$ cat src/rtl/serial_pkg.sv
// Shared definitions for the bit-serial datapath: FSM encoding, default word
// length and the count-width helper.
package serial_pkg;

  typedef enum logic {
    IDLE    = 1'b0,
    COLLECT = 1'b1
  } state_t;

  localparam int WIDTH_DEF = 8;

  function automatic int clog2(input int value);
    int r;
    r = 0;
    while ((1 << r) < value) r++;
    return r;
  endfunction

endpackage

$ cat src/rtl/serial_shift_reg.sv
// LSB-first word assembler: load_first starts a new word at bit 0, shift
// places the next bit at the current count; done flags the final bit.
module serial_shift_reg
  import serial_pkg::*;
#(
  parameter int WIDTH = WIDTH_DEF
) (
  input  logic             clk,
  input  logic             reset,
  input  logic             bit_in,
  input  logic             load_first,
  input  logic             shift,
  output logic [WIDTH-1:0] word,
  output logic             done
);

  localparam int CW = clog2(WIDTH);

  logic [WIDTH-1:0] data;
  logic [CW-1:0]    cnt;

  // Word as it would look with bit_in merged in; captured by the top on done.
  always_comb begin
    word      = data;
    word[cnt] = bit_in;
  end

  assign done = shift && (cnt == CW'(WIDTH - 1));

  always_ff @(posedge clk or negedge reset) begin
    if (!reset) begin
      data <= '0;
      cnt  <= '0;
    end else if (load_first) begin
      data <= {{(WIDTH-1){1'b0}}, bit_in};
      cnt  <= CW'(1);
    end else if (shift) begin
      data <= word;
      cnt  <= done ? '0 : cnt + CW'(1);
    end
  end

endmodule

$ cat src/rtl/serial_sum_collector.sv
// Collects the serial sum stream into WIDTH-bit words, holds one word for a
// valid/ready consumer and records overrun/framing faults in sticky flags.
//
//   state   | meaning
//   IDLE    | waiting for bit_valid & sof
//   COLLECT | word in progress, bits 1..WIDTH-1 pending
module serial_sum_collector
  import serial_pkg::*;
#(
  parameter int WIDTH = WIDTH_DEF
) (
  input  logic             clk,
  input  logic             reset,
  input  logic             bit_in,
  input  logic             bit_valid,
  input  logic             sof,
  output logic [WIDTH-1:0] word_out,
  output logic             word_valid,
  input  logic             word_ready,
  output logic             busy,
  output logic             overrun,
  output logic             frame_err,
  input  logic             clear_err
);

  state_t           state, state_next;
  logic             load_first, shift, done;
  logic             frame_set, overrun_set;
  logic [WIDTH-1:0] word_asm;

  serial_shift_reg #(.WIDTH(WIDTH)) u_shift (
    .clk        (clk),
    .reset      (reset),
    .bit_in     (bit_in),
    .load_first (load_first),
    .shift      (shift),
    .word       (word_asm),
    .done       (done)
  );

  always_ff @(posedge clk or negedge reset) begin
    if (!reset) state <= IDLE;
    else        state <= state_next;
  end

  always_comb begin
    state_next = state;
    case (state)
      IDLE:    if (bit_valid && sof) state_next = COLLECT;
      COLLECT: if (done)             state_next = IDLE;
      default: state_next = IDLE;
    endcase
  end

  always_comb begin
    load_first = 1'b0;
    shift      = 1'b0;
    frame_set  = 1'b0;
    busy       = (state == COLLECT);
    case (state)
      IDLE: load_first = bit_valid && sof;
      COLLECT: begin
        if (bit_valid && sof) begin
          load_first = 1'b1;
          frame_set  = 1'b1;
        end else if (bit_valid) begin
          shift = 1'b1;
        end
      end
      default: ;
    endcase
  end

  // A completing word may replace the held one only if it is consumed this cycle.
  assign overrun_set = done && word_valid && !word_ready;

  always_ff @(posedge clk or negedge reset) begin
    if (!reset) begin
      word_out   <= '0;
      word_valid <= 1'b0;
    end else if (done) begin
      if (!word_valid || word_ready) begin
        word_out   <= word_asm;
        word_valid <= 1'b1;
      end
    end else if (word_valid && word_ready) begin
      word_valid <= 1'b0;
    end
  end

  always_ff @(posedge clk or negedge reset) begin
    if (!reset) begin
      overrun   <= 1'b0;
      frame_err <= 1'b0;
    end else begin
      overrun   <= overrun_set | (overrun & ~clear_err);
      frame_err <= frame_set | (frame_err & ~clear_err);
    end
  end

endmodule

$ cat config.mk
export PLATFORM = sky130hd
export DESIGN_NAME = serial_sum_collector
export DESIGN_NICKNAME = d
export VERILOG_FILES = /design/src/rtl/serial_pkg.sv /design/src/rtl/serial_shift_reg.sv /design/src/rtl/serial_sum_collector.sv
export SDC_FILE = /design/constraint.sdc
export NUM_CORES = 1
export LEC_CHECK = 0
export CAP_MARGIN = 20
export CORE_ASPECT_RATIO = 0.75
export CORE_MARGIN = 2
export CORE_UTILIZATION = 30
export DETAILED_ROUTE_END_ITERATION = 8
export HOLD_SLACK_MARGIN = 0.08
export SLEW_MARGIN = 20
export SYNTH_ARGS = -nofsm -noshare
export SYNTH_HDL_FRONTEND = slang
export SYNTH_HIERARCHICAL = 1
export SYNTH_SLANG_ARGS = --single-unit
$ cat constraint.sdc
create_clock -name clk -period 1.8 [get_ports clk]
set_clock_uncertainty 0.05 [all_clocks]
set_input_delay 0.45 -clock clk [delete_from_list [all_inputs] [get_ports clk]]
set_output_delay 0.45 -clock clk [all_outputs]
set_load 0.1 [all_outputs]
# Yosys cells after proc, flatten, opt, wreduce, memory -nomap -nowiden
# Index checks and enable logic that the tools add are counted.
# op_classes
add_sub_neg	1
order_cmp	2
eq_ne	2
mux	19
bitwise	6
reduce_logical	13
# ops
operator	n
two-way mux 8 bit	2
two-way mux 1 bit	10
two-way mux 3 bit	3
bitwise mux 8 bit	1
logical AND 1 bit	6
less-than comparator 3 x 4 -> 1 bit (second input constant)	1
case mux 1 bit (2 select lines)	2
AND reduction 2 bit	2
nonzero test 2 bit	2
adder 3 x 1 -> 3 bit (second input constant)	1
demux 1 bit (select 3 bit)	1
equality test 3 bit (second input constant)	1
greater-or-equal comparator 3 x 1 -> 1 bit (second input constant)	1
AND 1 bit	2
logical NOT 1 bit	2
!= test 2 x 1 -> 1 bit (second input constant)	1
NOT 1 bit	2
OR 1 bit	2
logical OR 1 bit	1
# totals
regBits	23

# Depth between registers and ports, before layout
# Gate-level depths: netlist (run 1).
# logic_depth
word_depth	7
mapped_depth	6

# Cells and area by module
# The synthesis (run 1) kept the hierarchy.
# by_module_without_submodules
mod	n_inst	cells_each	area_each_um2	seq_area_each_um2
serial_shift_reg	1	71	778.2	275.3
serial_sum_collector	1	33	501.7	300.3

# Worst setup path before layout (run 1)
# OpenSTA, ideal clock, no wires.
# synth_path
kind	register to register
start	reg state, in the netlist busy
end	reg word_out[0]
t_arrival_ns	1.949
slack_ns	-0.325
stages_incl_launch_ff	7
n_path_buf	1
synth_period_minus_slack_ns	2.125
cell_sequence	dfrtp_1 nand2_1 nor2_1 buf_6 and2_1 nand2_4 mux2_4
# synth_between
elab_chain_len	3
# synth_rtl
item	line_no	rtl
from (decl)	serial_sum_collector.sv:26	state_t state, state_next;
from (signal assigned)	serial_sum_collector.sv:43	else state <= state_next;
two-way mux 1 bit	serial_sum_collector.sv:60	case (state)
named net shift	serial_sum_collector.sv:27	logic load_first, shift, done;
logical AND 1 bit	serial_shift_reg.sv:28	assign done = shift && (cnt == CW'(WIDTH - 1));
named net done	serial_sum_collector.sv:27	
AND reduction 2 bit (no line)	-	
to (signal assigned)	serial_sum_collector.sv:83	word_out <= word_asm;
to (decl)	serial_sum_collector.sv:17	output logic [WIDTH-1:0] word_out,
# The timed path passes the listed nets, and every way through them passes these cells.
# A chain may end at the register's enable or synchronous reset.

# Worst setup path in the final report (run 1)
# layout_path
start	in bit_valid
end	reg u_shift.data[1]
# layout_between
elab_chain_len	4
# layout_rtl
item	line_no	rtl
from (decl)	serial_sum_collector.sv:15	input logic bit_valid,
two-way mux 1 bit or logical AND 1 bit (tied branches)	serial_sum_collector.sv:66, serial_sum_collector.sv:63	
two-way mux 1 bit (*)	serial_sum_collector.sv:63	if (bit_valid && sof) begin
two-way mux 1 bit (*)	serial_sum_collector.sv:60	
named net shift	serial_sum_collector.sv:27	
nonzero test 2 bit (no line) (*)	-	
to (signal assigned)	serial_shift_reg.sv:35	data <= {{(WIDTH-1){1'b0}}, bit_in};
to (signal assigned)	serial_shift_reg.sv:38	data <= word;
to (decl)	serial_shift_reg.sv:19	logic [WIDTH-1:0] data;
# The timed path passes the listed nets; every way through them passes the cells marked *.

==> out/qor.txt, run 1 <==
Synth area leader - dfrtp_1
Placed Cells - 183
Vias - 851
Data arrival, critical path - 1760 ps
Die area - 4811 um^2
Worst-path clk slew - 80 ps
Avg WL per Cell - 13.99 um
Area delta synth->final - 36.46%
CTS H-Tree Depth - 1
Row count - 20
Layout Nets - 142
Die H - 60.57 um
Num CTS Buffers - 3
Maximum VDD drop - 0.3396 mV
Hold Path Class - input port to async pin
First-pass GRT wire length - 4.636 mm
DR vias/cell - 4.551
Post-DRT Antenna Nets - 0
Total GRT Usage - 0.1271
Cell area after synthesis - 1280 um^2
LEAKAGE - 0.8309 nW
Crit. End Element - flip-flop
Final hold slack - 364.4 ps
Netlist cell types - 32
Worst skew pair latency - 260 ps
Sequential element share of the synthesized area - 0.4497
CP startpoint kind - input port
Routed WL - 2.617 mm
Initial antenna violation count - 0
WS Path Type - input port to flip-flop
Core Region - 4079 um^2
Syn_area_per_cell - 12.31 um^2
Final Slew Violations - 0
Dominant synthesized flop cell - dfrtp_1
Final Worst Setup Slack - 131.2 ps
Max Cap Viol - 0
Slew @ Worst Pin - 271.3 ps
Largest net degree at the start of global routing - 18
Commonest non-fill, non-tap cells in the layout - dfrtp_1, buf_12, mux2_4, buf_4, nor2_1
Synth Warn # - 6
Vias in the first global route - 903
Post-CTS Setup Bufs - 0
Setup TNS - 0 ps
Final period utilization - 0.9271
CP max FO - 7
Worst R2R Start - u_shift/cnt[0]
Outcome - completed
Post-DP HPWL - 1.948 mm
Unrepaired setup endpoints after global routing - false
Area taken by multi-input logic gates - 623.1 um^2
# port buffers - 18
P per Cell Area - 762.7 nW/um^2
Post-synth EDFFs - 0
Max-slew headroom - 0.8186
CTS sink cnt - 23
Pre-antenna DRT Iters - 6
Area contributors post-synth - dfrtp_1, mux2_4, mux2i_1, buf_6, mux2_2
Syn Nets - 113
Required time worst endpoint - 1890 ps
Achievable frequency - 0.5992 GHz
Chip Width - 79.43 um
Post-synth ARST share - 1.000
Worst Setup SP - bit_valid
Initial detailed-routing violation count - 38
GR Overflow Total - 0
Root buf cell - clkbuf_8
Final Non-Filler Cells - 187
Final min period - 1669 ps
Seq. cell area - 580.6 um^2
Post-DP Area - 1698 um^2
Final setup vio count - 0
Post-route cell area - 1747 um^2
Initial core utilization - 0.3138
Layout cell share with drive strength beyond 1 - 0.4318
CTS tree - built
Fillers - 387
RD Place Congestion - 0.7839
Hold Fails Final Rpt - 0
CTS Buffer Depth - 2
IO Count - 19
Area share of the largest cell type after synthesis - 0.4497
Pre-CTS setup slack - -171.1 ps
Ant diodes - 0
Reg2Reg Depth - 5
Mapped Cells - 104
Commonest non-fill, non-tap cell in the layout - dfrtp_1
Residual DRC count - 0
Register bit total from synthesis - 23
[layout make-up]
type                    count  area share
clock buffers               4     0.02579
inverters                   5     0.01074
multi-input cells          69      0.3567
flip-flops and latches     23      0.3324
well taps                  55     0.03940
repair buffers             31      0.2350
[power by group]
| group | switching, mW | total [mW] | internal [mW] |
|---|---|---|---|
| Combinational | 0.227 | 0.412 | 0.185 |
| Clock | 0.167 | 0.325 | 0.158 |
| Sequential | 0.0411 | 0.595 | 0.554 |
| Total | 0.436 | 1.33 | 0.897 |
[state kept, by name (all words and copies together), names as in the netlist]
register / count
frame_err: 1
word_valid: 1
u_shift/data: 8
busy: 1
u_shift/cnt: 3
word_out: 8
overrun: 1
[cells by family after synthesis]
logic type	Yosys count	share of synthesized area
simple gates	34	0.1750
flops	23	0.4497
compound gates	9	0.04986
buf+inv	12	0.06549
fa+ha+maj	2	0.01955
mux	24	0.2405
[cell usage after synthesis, drive strengths merged, types with 2 or more instances]
master  count
dfrtp      23
mux2       18
nor2       10
buf         6
mux2i       6
inv         5
nand2       4
a21oi       3
nand4b      3
and2        2
and4bb      2
ha          2
nand3       2
nand3b      2
nand4       2
nor2b       2
nor3b       2
[path summary, 6_finish.rpt]
check	to	slack, ps
worst min-delay path	overrun	360
worst max-delay path	u_shift/data[1]	130
max in group asynchronous	u_shift/data[1]	890
min in group clk	u_shift/data[0]	450
worst min register to register	u_shift/data[0]	450
worst max register to register	word_out[3]	140
[per-stage QoR]
| step | total power [mW] | utilization |
|---|---|---|
| 6_report | 1.332 | 0.4282 |
| 5_1_grt | 1.396 | 0.4282 |
| 4_1_cts | 1.342 | 0.4273 |
| 3_5_place_dp | 1.016 | 0.4163 |
| 3_3_place_gp | 1.008 | 0.4163 |
| 2_1_floorplan | 0.8823 | - |
[metal layers]
| layer | wire, um | vias to the layer above | GRT usage |
|---|---|---|---|
| li1 | - | 425 | - |
| met1 | 1395 | 409 | 0.1927 |
| met3 | 103 | 2 | 0.03720 |
| met4 | 8 | 0 | 0.02217 |
| met5 | 0 | - | 0 |
| met2 | 1108 | 15 | 0.1813 |
[worst max-delay path: stages]
cell and delay [ps]:
clkdlybuf4s50_1 490, nand2_1 70, nor2_2 90, buf_4 170, inv_2 50, o41ai_2 320, a21oi_1 110
[repair_timing]
item / in CTS / in global routing
hold buffers: 0 / 0
setup endpoints to repair: 0 / 8
gates resized for setup: 0 / 2
No activity file was read; power rests on OpenSTA's default activity.
==> run 2: changes to the inputs <==
==> constraint.sdc (replaced) <==
create_clock -name clk -period 1.8 [get_ports clk]
set_clock_uncertainty 0.05 [all_clocks]
set_input_delay 0.36 -clock clk [delete_from_list [all_inputs] [get_ports clk]]
set_output_delay 0.36 -clock clk [all_outputs]
set_load 0.1 [all_outputs]
==> run 2 against run 1 <==
Effect of this change: sequential power down 1%; clock power down 2%; wire length down 0.53%; cell count down 1.1%; non-clock buffer count down 2; count of clock-buffer cells in the layout down 1; largest cell class unchanged; highest routed layer unchanged.
==> out/qor.txt, run 2 (synthesis results as in run 1) <==
Total GRT Usage - 0.1226
Layout cell share with drive strength beyond 1 - 0.4154
Achievable frequency - 0.6086 GHz
Pre-antenna DRT Iters - 4
Area taken by multi-input logic gates - 620.6 um^2
RD Place Congestion - 0.8160
CP max FO - 8
Core Region - 4079 um^2
Area delta synth->final - 35.09%
Initial antenna violation count - 0
Die H - 60.57 um
Commonest non-fill, non-tap cells in the layout - dfrtp_1, buf_12, mux2_4
Crit. End Element - flip-flop
LEAKAGE - 0.8263 nW
Max Cap Viol - 0
Row count - 20
Total power - 1.322 mW
First-pass GRT wire length - 4.464 mm
Die area - 4811 um^2
# port buffers - 18
P per Cell Area - 764.6 nW/um^2
Residual DRC count - 0
Outcome - completed
WS Path Type - flip-flop to flip-flop
Num CTS Buffers - 3
Ant diodes - 0
CTS sink cnt - 23
Final hold slack - 393.5 ps
Seq. cell area - 579.3 um^2
DR vias/cell - 4.632
Post-DP Area - 1683 um^2
Maximum VDD drop - 0.4094 mV
Top Registers - u_shift/data: 8 flops, word_out: 8 flops, u_shift/cnt: 3 flops
Avg WL per Cell - 14.07 um
GR Overflow Total - 0
Post-DRT Antenna Nets - 0
Max-slew headroom - 0.7265
Worst skew pair latency - 260 ps
Data arrival, critical path - 1740 ps
Resize count post-CTS - 0
Initial core utilization - 0.3138
CTS Buffer Depth - 2
Final Slew Violations - 0
CTS tree - built
Vias in the first global route - 872
Slew @ Worst Pin - 409.0 ps
Fillers - 378
Final min period - 1643 ps
Final setup vio count - 0
CTS H-Tree Depth - 1
CTS Hold Bufs - 0
Post-CTS Setup Bufs - 0
Hold Path Class - input port to async pin
Chip Width - 79.43 um
Setup TNS - 0 ps
Vias - 857
Worst-path clk slew - 80 ps
IO Count - 19
CP startpoint kind - flip-flop
Initial detailed-routing violation count - 68
Largest net degree at the start of global routing - 24
Hold Fails Final Rpt - 0
Post-DP HPWL - 1.967 mm
Layout Nets - 140
Post-route cell area - 1729 um^2
Required time worst endpoint - 1900 ps
Commonest non-fill, non-tap cell in the layout - dfrtp_1
Routed WL - 2.603 mm
Final period utilization - 0.9128
Root buf cell - clkbuf_8
Unrepaired setup endpoints after global routing - false
-- run 2: cell types whose count changed in the layout (fill, tap and decap cells not counted), sizes merged --
cell,before,now
buf,25,23
clkbuf,4,3
clkinv,0,1
-- run 2: final timing paths --
kind | start | end | slack [ps] | depth (start not counted)
max reg2reg | u_shift/cnt[0] | word_out[1] | 160 | 5
max in group asynchronous | reset | busy | 1040 | 2
min | reset | u_shift/cnt[0] | 390 | 2
min in group clk | u_shift/data[0] | u_shift/data[0] | 450 | 1
max | u_shift/cnt[0] | word_out[1] | 160 | 5
min reg2reg | u_shift/data[0] | u_shift/data[0] | 450 | 1
-- run 2: through the flow --
step,std cells,util,worst slack (ps)
global route,185,0.4239,65.06
floorplan,104,-,49.20
global placement,181,0.4126,-51.35
CTS,185,0.4239,139.9
finish,185,0.4239,156.9
detailed placement,181,0.4126,-65.17
-- run 2: report_power, final --
| group | internal, mW | switching [mW] |
|---|---|---|
| Combinational | 0.184 | 0.232 |
| Sequential | 0.553 | 0.0362 |
| Clock | 0.154 | 0.163 |
-- run 2: layout make-up --
type                    instances  area share
clock buffers                   3     0.02388
clock inverters                 1    0.002894
inverters                       5     0.01085
multi-input cells              69      0.3589
flip-flops and latches         23      0.3350
well taps                      55     0.03980
repair buffers                 29      0.2287
-- run 2: worst max-delay path: stages, from the launching register on --
cell and delay [ps]:
dfrtp_1 390, ha_1 210, ha_1 210, and2_1 200
nand2_4 160, mux2_4 320
-- run 2: layer usage --
layer  GRT usage  wire length, um
met1      0.1828             1257
met2      0.1825             1188
met3     0.03571              152
met4     0.01478                4
met5           0                0
==> run 3: changes to the inputs <==
--- a/config.mk
+++ b/config.mk
@@ -10,7 +10,9 @@
 export CORE_MARGIN = 2
 export CORE_UTILIZATION = 30
 export DETAILED_ROUTE_END_ITERATION = 8
+export GPL_TIMING_DRIVEN = 0
 export HOLD_SLACK_MARGIN = 0.08
+export REMOVE_ABC_BUFFERS = 1
 export SLEW_MARGIN = 20
 export SYNTH_ARGS = -nofsm -noshare
 export SYNTH_HDL_FRONTEND = slang
==> run 3 against run 2 <==
Effect of this change: cell area fell by 9.1%; critical path depth did not move; count of clock-buffer cells in the layout did not move; cell count fell by 3.2%; total power fell by 4.0%; utilization fell by 3.9 points; worst setup slack got worse by 38 ps; sequential power barely moved; die area did not move; critical path type unchanged; critical endpoint is now word_out[4]; largest power group unchanged.
==> out/qor.txt, run 3 (synthesis results as in run 1) <==
Outcome - completed
Total GRT Usage - 0.1107
Vias in the first global route - 809
Layout cell share with drive strength beyond 1 - 0.4113
Worst R2R Setup Slack - 120 ps
Row count - 20
Post-DRT Antenna Nets - 0
Initial antenna violation count - 0
Maximum VDD drop - 0.2491 mV
Commonest non-fill, non-tap cells in the layout - dfrtp_1, mux2_4, clkdlybuf4s15_2
Area taken by multi-input logic gates - 628.1 um^2
Final hold slack - 465.0 ps
Commonest non-fill, non-tap cell in the layout - dfrtp_1
Area delta synth->final - 22.78%
Routed WL - 2.340 mm
CP startpoint kind - flip-flop
RD Place Congestion - 0.6726
Worst path max stage delay - 420 ps
Pre-antenna DRT Iters - 4
Top delay family on crit path - flip-flops
CTS sink cnt - 23
Initial core utilization - 0.3138
Slew @ Worst Pin - 553.6 ps
Seq. cell area - 579.3 um^2
Final Util - 0.3853
Num CTS Buffers - 3
Max Cap Viol - 0
Crit-path cells - ha_1, ha_1, and2_1, nand2_4, mux2_4
Setup TNS - 0 ps
Residual DRC count - 0
Initial detailed-routing violation count - 44
Hold Fails Final Rpt - 0
GR Overflow Total - 0
Die H - 60.57 um
DR vias/cell - 4.676
CTS H-Tree Depth - 1
Required time worst endpoint - 1900 ps
Core Region - 4079 um^2
Cell mode on critical path - ha_1
P per Cell Area - 807.6 nW/um^2
LEAKAGE - 0.7357 nW
Final setup vio count - 0
Avg WL per Cell - 13.07 um
# port buffers - 18
Root buf cell - clkbuf_8
Crit. End Element - flip-flop
Final Slew Violations - 0
Top Registers - u_shift/data: 8 flops, word_out: 8 flops, u_shift/cnt: 3 flops
Post-DP HPWL - 1.495 mm
Pre-CTS setup slack - -638.2 ps
Fillers - 398
Unrepaired setup endpoints after global routing - false
Hold Path Class - flip-flop to flip-flop
Chip Width - 79.43 um
Post-DP Area - 1464 um^2
Vias - 837
Achievable frequency - 0.5947 GHz
Post-route cell area - 1572 um^2
WS Path Type - flip-flop to flip-flop
CTS Buffer Depth - 2
Data arrival, critical path - 1790 ps
Ant diodes - 0
CTS tree - built
Final min period - 1682 ps
Die area - 4811 um^2
Largest net degree at the start of global routing - 24
CP max stage cell - dfrtp_2
CP Buf/Inv Count - 0
First-pass GRT wire length - 3.967 mm
Layout Nets - 134
CP max FO - 8
Final Worst Setup Slack - 118.5 ps
Max-slew headroom - 0.6327
Worst skew pair latency - 270 ps
Worst-path clk slew - 90 ps
IO Count - 19
Final period utilization - 0.9342
-- run 3: cell types whose count changed in the layout (fill, tap and decap cells not counted), sizes merged --
cell           previous run  this run
buf                      23         5
clkdlybuf4s15             0        12
clkdlybuf4s50             6         5
dlygate4sd3               0         1
-- run 3: timing repair --
item,CTS,global route
hold buffers,0,1
pin swaps,0,1
gates cloned,0,0
buffers inserted,2,2
setup endpoints to repair,30,8
hold endpoints to repair,0,23
gates resized for setup,40,1
-- run 3: final cells by class --
cell class	instances	share of cell area
inverter	5	0.01194
timing repair buffer	23	0.1465
clock inverter	1	0.003185
multi-input combinational	69	0.3997
tap	55	0.04379
sequential	23	0.3686
clock buffer	3	0.02627
-- run 3: stage by stage --
stage	total power, mW	cells
global route	1.337	179
global placement	0.9291	170
floorplan	0.8425	97
finish	1.269	179
detailed placement	0.9358	170
CTS	1.285	176
-- run 3: where the power goes --
part           switching [mW]  internal, mW  total, mW
Sequential             0.0364         0.555      0.591
Combinational           0.217         0.135      0.352
Clock                   0.172         0.155      0.327
Total                   0.425         0.844       1.27
-- run 3: path summary, 6_finish.rpt --
kind                                       from               to  cells after the start
max in group asynchronous                 reset   u_shift/cnt[2]                      2
worst max-delay path             u_shift/cnt[0]      word_out[4]                      5
min in group asynchronous                 reset      word_out[3]                      2
worst max register to register   u_shift/cnt[0]      word_out[4]                      5
worst min register to register  u_shift/data[0]  u_shift/data[0]                      1
worst min-delay path            u_shift/data[0]  u_shift/data[0]                      1
-- run 3: layer usage --
metal / global-route usage / wire [um] / up-vias
met3: 0.03274 / 88 / 5
met4: 0.04433 / 41 / 0
met1: 0.1529 / 1150 / 409
met5: 0 / 0 / -
met2: 0.1645 / 1060 / 15
li1: - / - / 408
